File: config.mk
export PLATFORM = sky130hd
export DESIGN_NAME = node_mac_seq
export DESIGN_NICKNAME = d
export VERILOG_FILES = /design/src/rtl/node_pkg.sv /design/src/rtl/node_act_round.sv /design/src/rtl/node_mac_seq.sv
export SDC_FILE = /design/constraint.sdc
export NUM_CORES = 1
export LEC_CHECK = 0
export CORE_UTILIZATION = 60
export DETAILED_ROUTE_END_ITERATION = 7
export DONT_BUFFER_PORTS = 1
export PLACE_DENSITY_LB_ADDON = 0.08
export SLEW_MARGIN = 20
export SYNTH_ARGS = -nofsm -noshare
export SYNTH_HDL_FRONTEND = slang
export SYNTH_HIERARCHICAL = 1
export SYNTH_SLANG_ARGS = --single-unit
File: constraint.sdc
create_clock -name clk -period 8.4 [get_ports clk]
set_input_delay 2.52 -clock clk [delete_from_list [all_inputs] [get_ports clk]]
set_output_delay 2.52 -clock clk [all_outputs]
set_load 0.01 [all_outputs]
File: src/rtl/node_pkg.sv
// Shared types and constants for the sequential MAC node.
// Holds the FSM state enum, activation-mode codes and ACC_W sizing.
package node_pkg;

  typedef enum logic [1:0] {
    ACCUM,
    FINISH,
    OUTPUT
  } state_t;

  localparam logic ACT_RELU   = 1'b0;
  localparam logic ACT_LINEAR = 1'b1;

  // Smallest accumulator holding N_IN full-width products plus bias.
  function automatic int acc_w_min(input int data_w, input int n_in);
    return 2 * data_w + $clog2(n_in) + 1;
  endfunction

endpackage

File: src/rtl/node_act_round.sv
// Combinational round, shift, activation and saturation stage.
// Ports: s_i (acc+bias), act_mode_i -> y_o (result), sat_o (clamp hit).
module node_act_round
  import node_pkg::*;
#(
  parameter int ACC_W      = 24,
  parameter int DATA_W     = 8,
  parameter int FRAC_SHIFT = 6
) (
  input  logic signed [ACC_W-1:0]  s_i,
  input  logic                     act_mode_i,
  output logic signed [DATA_W-1:0] y_o,
  output logic                     sat_o
);

  // One guard bit so the rounding add can never wrap.
  localparam int RW = ACC_W + 1;

  localparam logic signed [RW-1:0] HALF =
    {{(RW-1){1'b0}}, 1'b1} << (FRAC_SHIFT - 1);
  localparam logic signed [RW-1:0] MAXV =
    {{(RW-DATA_W+1){1'b0}}, {(DATA_W-1){1'b1}}};
  localparam logic signed [RW-1:0] MINV =
    {{(RW-DATA_W+1){1'b1}}, {(DATA_W-1){1'b0}}};

  logic signed [RW-1:0] sum;
  logic signed [RW-1:0] r;

  always_comb begin
    sum   = {s_i[ACC_W-1], s_i} + HALF;
    r     = sum >>> FRAC_SHIFT;
    y_o   = r[DATA_W-1:0];
    sat_o = 1'b0;
    if (r > MAXV) begin
      y_o   = MAXV[DATA_W-1:0];
      sat_o = 1'b1;
    end else if (r[RW-1]) begin
      // ReLU zeroing is the activation, not a clamp.
      if (act_mode_i == ACT_RELU) begin
        y_o = '0;
      end else if (r < MINV) begin
        y_o   = MINV[DATA_W-1:0];
        sat_o = 1'b1;
      end
    end
  end

endmodule

File: src/rtl/node_mac_seq.sv
// Time-multiplexed neural node: one shared MAC, runtime weights/bias.
// Ports: cfg/bias write, in_* and out_* valid/ready streams; NODE_SAT_FLAG_EN adds sat_flag.
module node_mac_seq
  import node_pkg::*;
#(
  parameter int N_IN       = 15,
  parameter int DATA_W     = 8,
  parameter int ACC_W      = 24,
  parameter int FRAC_SHIFT = 6,
  localparam int AW        = $clog2(N_IN)
) (
  input  logic                       clk,
  input  logic                       reset,
  input  logic                       act_mode,
  input  logic                       cfg_we,
  input  logic [AW-1:0]              cfg_addr,
  input  logic signed [DATA_W-1:0]   cfg_wdata,
  input  logic                       bias_we,
  input  logic signed [2*DATA_W-1:0] bias_wdata,
  output logic                       cfg_ready,
  input  logic                       in_valid,
  input  logic signed [DATA_W-1:0]   in_data,
  output logic                       in_ready,
  output logic                       out_valid,
  output logic signed [DATA_W-1:0]   out_data,
  input  logic                       out_ready
`ifdef NODE_SAT_FLAG_EN
  ,
  output logic                       sat_flag
`endif
);

  if (ACC_W < acc_w_min(DATA_W, N_IN)) begin : g_acc_chk
    $error("node_mac_seq: ACC_W too small for DATA_W/N_IN");
  end

  localparam int PW = 2 * DATA_W;
  localparam logic [AW-1:0] LAST  = AW'(N_IN - 1);
  localparam logic [AW:0]   NIN_L = (AW+1)'(N_IN);

  state_t                   state_q;
  logic [AW-1:0]            idx_q;
  logic signed [ACC_W-1:0]  acc_q;
  logic signed [DATA_W-1:0] w_q [N_IN];
  logic signed [PW-1:0]     bias_q;
  logic                     in_ready_q;
  logic                     out_valid_q;
  logic signed [DATA_W-1:0] out_data_q;

  logic signed [PW-1:0]     prod;
  logic signed [ACC_W-1:0]  prod_ext;
  logic signed [ACC_W-1:0]  bias_ext;
  logic signed [ACC_W-1:0]  s_d;
  logic signed [DATA_W-1:0] y_d;
  logic                     sat_d;
  logic                     hs;

  assign prod     = in_data * w_q[idx_q];
  assign prod_ext = {{(ACC_W-PW){prod[PW-1]}}, prod};
  assign bias_ext = {{(ACC_W-PW){bias_q[PW-1]}}, bias_q};
  assign s_d      = acc_q + bias_ext;
  assign hs       = in_valid && in_ready_q;

  assign cfg_ready = (state_q == ACCUM) && (idx_q == '0);
  assign in_ready  = in_ready_q;
  assign out_valid = out_valid_q;
  assign out_data  = out_data_q;

  node_act_round #(
    .ACC_W      (ACC_W),
    .DATA_W     (DATA_W),
    .FRAC_SHIFT (FRAC_SHIFT)
  ) u_act (
    .s_i        (s_d),
    .act_mode_i (act_mode),
    .y_o        (y_d),
    .sat_o      (sat_d)
  );

`ifdef NODE_SAT_FLAG_EN
  logic sat_q;
  assign sat_flag = sat_q;
`else
  logic sat_unused;
  assign sat_unused = sat_d;
`endif

  always_ff @(posedge clk or negedge reset) begin
    if (!reset) begin
      state_q     <= ACCUM;
      idx_q       <= '0;
      acc_q       <= '0;
      bias_q      <= '0;
      in_ready_q  <= 1'b0;
      out_valid_q <= 1'b0;
      out_data_q  <= '0;
      for (int i = 0; i < N_IN; i++) w_q[i] <= '0;
`ifdef NODE_SAT_FLAG_EN
      sat_q       <= 1'b0;
`endif
    end else begin
      // Old values feed a handshake that coincides with a write.
      if (cfg_we && cfg_ready && ({1'b0, cfg_addr} < NIN_L))
        w_q[cfg_addr] <= cfg_wdata;
      if (bias_we && cfg_ready)
        bias_q <= bias_wdata;

      unique case (state_q)
        ACCUM: begin
          in_ready_q <= 1'b1;
          if (hs) begin
            acc_q <= acc_q + prod_ext;
            if (idx_q == LAST) begin
              idx_q      <= '0;
              state_q    <= FINISH;
              in_ready_q <= 1'b0;
            end else begin
              idx_q <= idx_q + 1'b1;
            end
          end
        end
        FINISH: begin
          out_data_q  <= y_d;
          out_valid_q <= 1'b1;
          state_q     <= OUTPUT;
`ifdef NODE_SAT_FLAG_EN
          sat_q       <= sat_d;
`endif
        end
        OUTPUT: begin
          if (out_ready) begin
            out_valid_q <= 1'b0;
            acc_q       <= '0;
            state_q     <= ACCUM;
            in_ready_q  <= 1'b1;
          end
        end
        default: state_q <= ACCUM;
      endcase
    end
  end

endmodule

== Yosys cells after proc, flatten, opt, wreduce, memory -nomap -nowiden ==
Cells that the tools add are included.
Operators by class
  add/subtract/negate cells: 4
  $mul: 1
  $lt $le $gt $ge: 6
  eq/ne operators: 6
  muxes and demuxes: 24
  bitwise gates (word level): 2
  reductions and logical operators: 15
Operators by type and width (count)
  $bwmux 120: 1
  $mux 8: 7
  $add 24x16->24: 2
  $mux 24: 2
  $pmux 24 s2: 1
  $bmux 8 s4: 1
  $demux 8 s4: 1
  $add 24x7->25 const B: 1
  $gt 19x8->1 const B: 1
  $lt 19x8->1 const B: 1
  $mul 8x8->16: 1
  $ge 5x5->1 const B: 2
  $not 4->5: 2
  $logic_and 1x1->1: 6
  $mux 2: 3
  $pmux 2 s3: 1
  $reduce_and 2->1: 3
  $reduce_and 3->1: 2
  $lt 5x1->1 const B: 1
  $add 4x1->4 const B: 1
  $eq 4x4->1 const B: 1
  $logic_not 4->1: 1
  $lt 4x4->1 const B: 1
  $mux 1: 4
  8 further kinds: 11
Word-level totals
  register bits after elaboration: 176
  input port bits: 43
  output and inout port bits: 11
  word-level logic and storage cells: 80

== Longest topological paths before layout ==
  depth in word-level cells: 8
  gate-level depth with buffers: 26
  mapped depth without buffers: 24

== Hierarchy ==
The synthesis kept the hierarchy.
By module, submodules not included
  node_mac_seq: instances 1, cells each 1072, area each 12831.1 µm², seq. area each 4404.2 µm²
  node_act_round: instances 1, cells each 96, area each 663.1 µm², seq. area each 0.0 µm²

== Least setup slack after synthesis ==
Ideal clock, no wire load.
  path kind: input port to flip-flop
  from: input in_data[7]
  to: register acc_q[21]
  setup time: 0.133 ns
  arrival: 7.532 ns
  required time: 8.267 ns
  path slack: 0.735 ns
  cell stages on the path: 18
  buffers on the path: 1
  path through: and2_1 > fa_1 > inv_1 > fa_1 > inv_1 > fa_1 > fa_1 > ha_1 > ha_1 > buf_2 > a21o_1 > a41o_1 > a2111oi_1 > nor3_1 > o41ai_2 > o21a_1 > xor2_1 > o21ai_0
Between the ends
  word-level cells in the longest chain between the ends: 4
RTL lines
  start, declared: line node_mac_seq.sv:22  | input logic signed [DATA_W-1:0] in_data,
  $mul 8x8->16: line node_mac_seq.sv:58  | assign prod = in_data * w_q[idx_q];
  $add 24x16->24: line node_mac_seq.sv:112  | acc_q <= acc_q + prod_ext;
  $mux 24: line node_mac_seq.sv:111  | if (hs) begin
  $pmux 24 s2: line node_mac_seq.sv:108  | unique case (state_q)
  end signal, assigned: line node_mac_seq.sv:112
  end, declared: line node_mac_seq.sv:43  | logic signed [ACC_W-1:0] acc_q;
Every way passes these cells. The select of a mux whose other input is x is not followed.
A chain may end at the register's enable or synchronous reset.

== Worst setup path after layout ==
  from: register idx_q[0]
  to: register acc_q[23]
Between the ends
  word-level cells in the longest chain between the ends: 8
RTL lines
  start, declared: line node_mac_seq.sv:42  | logic [AW-1:0] idx_q;
  start signal, assigned: line node_mac_seq.sv:118  | idx_q <= idx_q + 1'b1;
  $not 4->5 (implied by the code): line node_mac_seq.sv:58
  $bmux 8 s4: line node_mac_seq.sv:58
  $mux 8 (implied by the code) (2 in series): line node_mac_seq.sv:58
  $mul 8x8->16: line node_mac_seq.sv:58
  $add 24x16->24: line node_mac_seq.sv:112
  $mux 24: line node_mac_seq.sv:111
  $pmux 24 s2: line node_mac_seq.sv:108
Every way passes these cells. The select of a mux whose other input is x is not followed.

==> impl_metrics.yaml <==
finish:
  num-fill-cells: 1719
  areaGrowthSynthToFinish_pct: 6.60
  drive_gt1_share_pct: 21.3
  final_nets: 1373
cts:
  cts_resized: 0
  worstSkewPairLatency_ns: 0.44
  cts_setup_buffers: 0
  ctsHtreeMaxLevel: 4
  ctsHoldBuffers: 0
  numCtsBuffers: 17
  cts_num_sinks: 176
  clockBufferDepth: 2
  clk_pin_slew_ns: 0.07
  cts-root-buf: "clkbuf_16"
  cts_tree: "built"
critical_path:
  path_class: "reg -> reg"
  crit_family: "adder cells"
  r2r_end: "acc_q[23]"
  cp_max_fo: 28
  r2r_cells: 20
  reg2reg_slack_ns: 0.87
  cp.arrival_ns: 7.85
  end_kind: "flip-flop"
  worst_path_largest_cell_delay_ns: 0.62
  start_kind: "flip-flop"
  r2r_start: "idx_q[0]"
  cp.required_ns: 8.72
  path_cells: "buf_12, mux4_2, mux4_2, and2_1, fa_1, inv_1, fa_1, fa_1, inv_1, fa_1, ha_1, ha_1, a31o_2, a41o_1, a2111oi_1, nor3_1, o41ai_2, o2111ai_1, mux2i_1, nand2_1"
  crit_buf_inv: 3
  crit_top_cell: "fa_1"
  cp_slowest_cell: "dfrtp_2"
timing:
  rsz0062_at_grt: "no"
  achievable-frequency_ghz: 0.133
  finalClockSkew_ns: 0.0146
  max_slew_margin_pct: 29.1
  setup_viol: 0
  slew_violations: 0
  period_needed_ns: 7.53
  finalHoldViolCount: 0
  period_share_pct: 89.6
  tightestPinTransition_ns: 1.06
  setup_tns_ns: 0
floorplan:
  fp.dieArea_um2: 23000
  fp.dieW_um: 152
  core-area_um2: 21900
  ios: 54
  rows: 54
  fp.dieH_um: 152
  start_util_pct: 61.4
job:
  drv_cap: 0
synthesis:
  synth_warnings: 6
  synth.avg_cell_area_um2: 11.6
  synth_area_um2: 13400
  syn-num-nets: 1385
  synth_cells: 1159
min_path:
  min_to: "w_q[101]"
  holdCritStartpoint: "w_q[101]"
  hold_depth: 1
  hold_path_class: "reg -> reg"
grt:
  grt_max_degree: 177
  grt.overflow.total: 0
  grt_pass1_vias: 9112
  grt_pass1_wl_um: 48300
  grt_antenna_before_repair: 2
  grt_usage_pct: 27.7
placement:
  gp_congestion: 0.889
  port_buffers: 0
  place_hpwl_um: 22100
run_status:
  status: "completed"
detailed_routing:
  drtIter0Drc: 480
  drt-total-wl_um: 29000
  num_vias: 8633
  final_antenna_net_count: 0
  drtPass1Iterations: 5
  avgViaCountPerCell: 5.99
  routedWlPerCell_um: 20.1
  route.detailed.drc: 0
how the worst max path moves through the flow:
| stage | start | to | cells past startpoint |
|---|---|---|---|
| 2_1_floorplan | in_data[7] | acc_q[21] | 18 |
| 3_3_place_gp | in_data[7] | acc_q[23] | 17 |
| 3_5_place_dp | in_data[7] | acc_q[23] | 17 |
| 4_1_cts | idx_q[0] | acc_q[23] | 20 |
| 5_1_grt | idx_q[0] | acc_q[23] | 20 |
| 6_report | idx_q[0] | acc_q[23] | 20 |
area by class of cell:
cell class / instances / area (um^2) / share of cell area, %
inverters: 110 / 413 / 2.88
repair buffers: 8 / 72.6 / 0.507
clock inverters: 14 / 169 / 1.18
clock buffers: 18 / 439 / 3.07
flip-flops and latches: 176 / 4410 / 30.8
well taps: 280 / 350 / 2.45
diodes: 2 / 5.00 / 0.0349
multi-input cells: 834 / 8470 / 59.1
state kept, by name, summed over array words and instances (netlist names):
signal,flops
out_data,8
idx_q,4
out_valid,1
bias_q,16
in_ready,1
state_q,2
w_q,120
acc_q,24
layer usage:
layer | vias to the layer above | GRT usage, % | share of wire [%]
met2 | 153 | 45.6 | 49
met4 | 0 | 7.13 | 1.7
li1 | 4051 | - | -
met1 | 4398 | 38.3 | 46
met3 | 31 | 4.43 | 3.4
met5 | - | 0 | 0
worst register-to-register path, cell delays in order, from the launching register on:
cell       delay, ns
dfrtp_2         0.62
buf_12          0.28
mux4_2          0.56
mux4_2          0.61
and2_1          0.26
fa_1            0.60
inv_1           0.42
fa_1            0.48
fa_1            0.49
inv_1           0.06
fa_1            0.48
ha_1            0.30
ha_1            0.38
a31o_2          0.27
a41o_1          0.21
a2111oi_1       0.40
nor3_1          0.14
o41ai_2         0.38
o2111ai_1       0.21
mux2i_1         0.18
nand2_1         0.06
through the flow:
stage	area [um^2]	instances	hold WS (ns)	utilization [%]	worst slack [ns]
floorplan	13400	1159	0.475	-	0.735
global placement	13700	1408	0.482	62.6	0.550
detailed placement	13700	1408	0.491	62.6	0.422
CTS	14300	1440	0.506	65.4	0.768
global route	14300	1440	0.515	65.4	0.351
finish	14300	1442	0.505	65.4	0.874
cells in the final DEF (no fill, tap or decap), drive strengths merged, types with 4 or more instances in the layout:
cell / n
nor2: 39
a22o: 6
mux4: 31
o21ai: 51
a21o: 15
o2111ai: 4
a211oi: 6
nand2: 68
nand3: 19
nor3: 17
and2: 43
a2111oi: 5
mux2i: 11
nand2b: 13
ha: 78
mux2: 146
nor3b: 5
a21oi: 31
nor2b: 7
buf: 8
and3: 10
xnor2: 27
clkbuf: 18
nand4: 10
inv: 117
xor2: 18
dfrtp: 176
a31o: 4
o21a: 5
a31oi: 4
or3: 7
nor4: 6
fa: 105
clkinv: 5
Power is left out: the tool's default activity adds up to more than one toggle a clock period on the data nets, which glitch-free logic cannot reach.
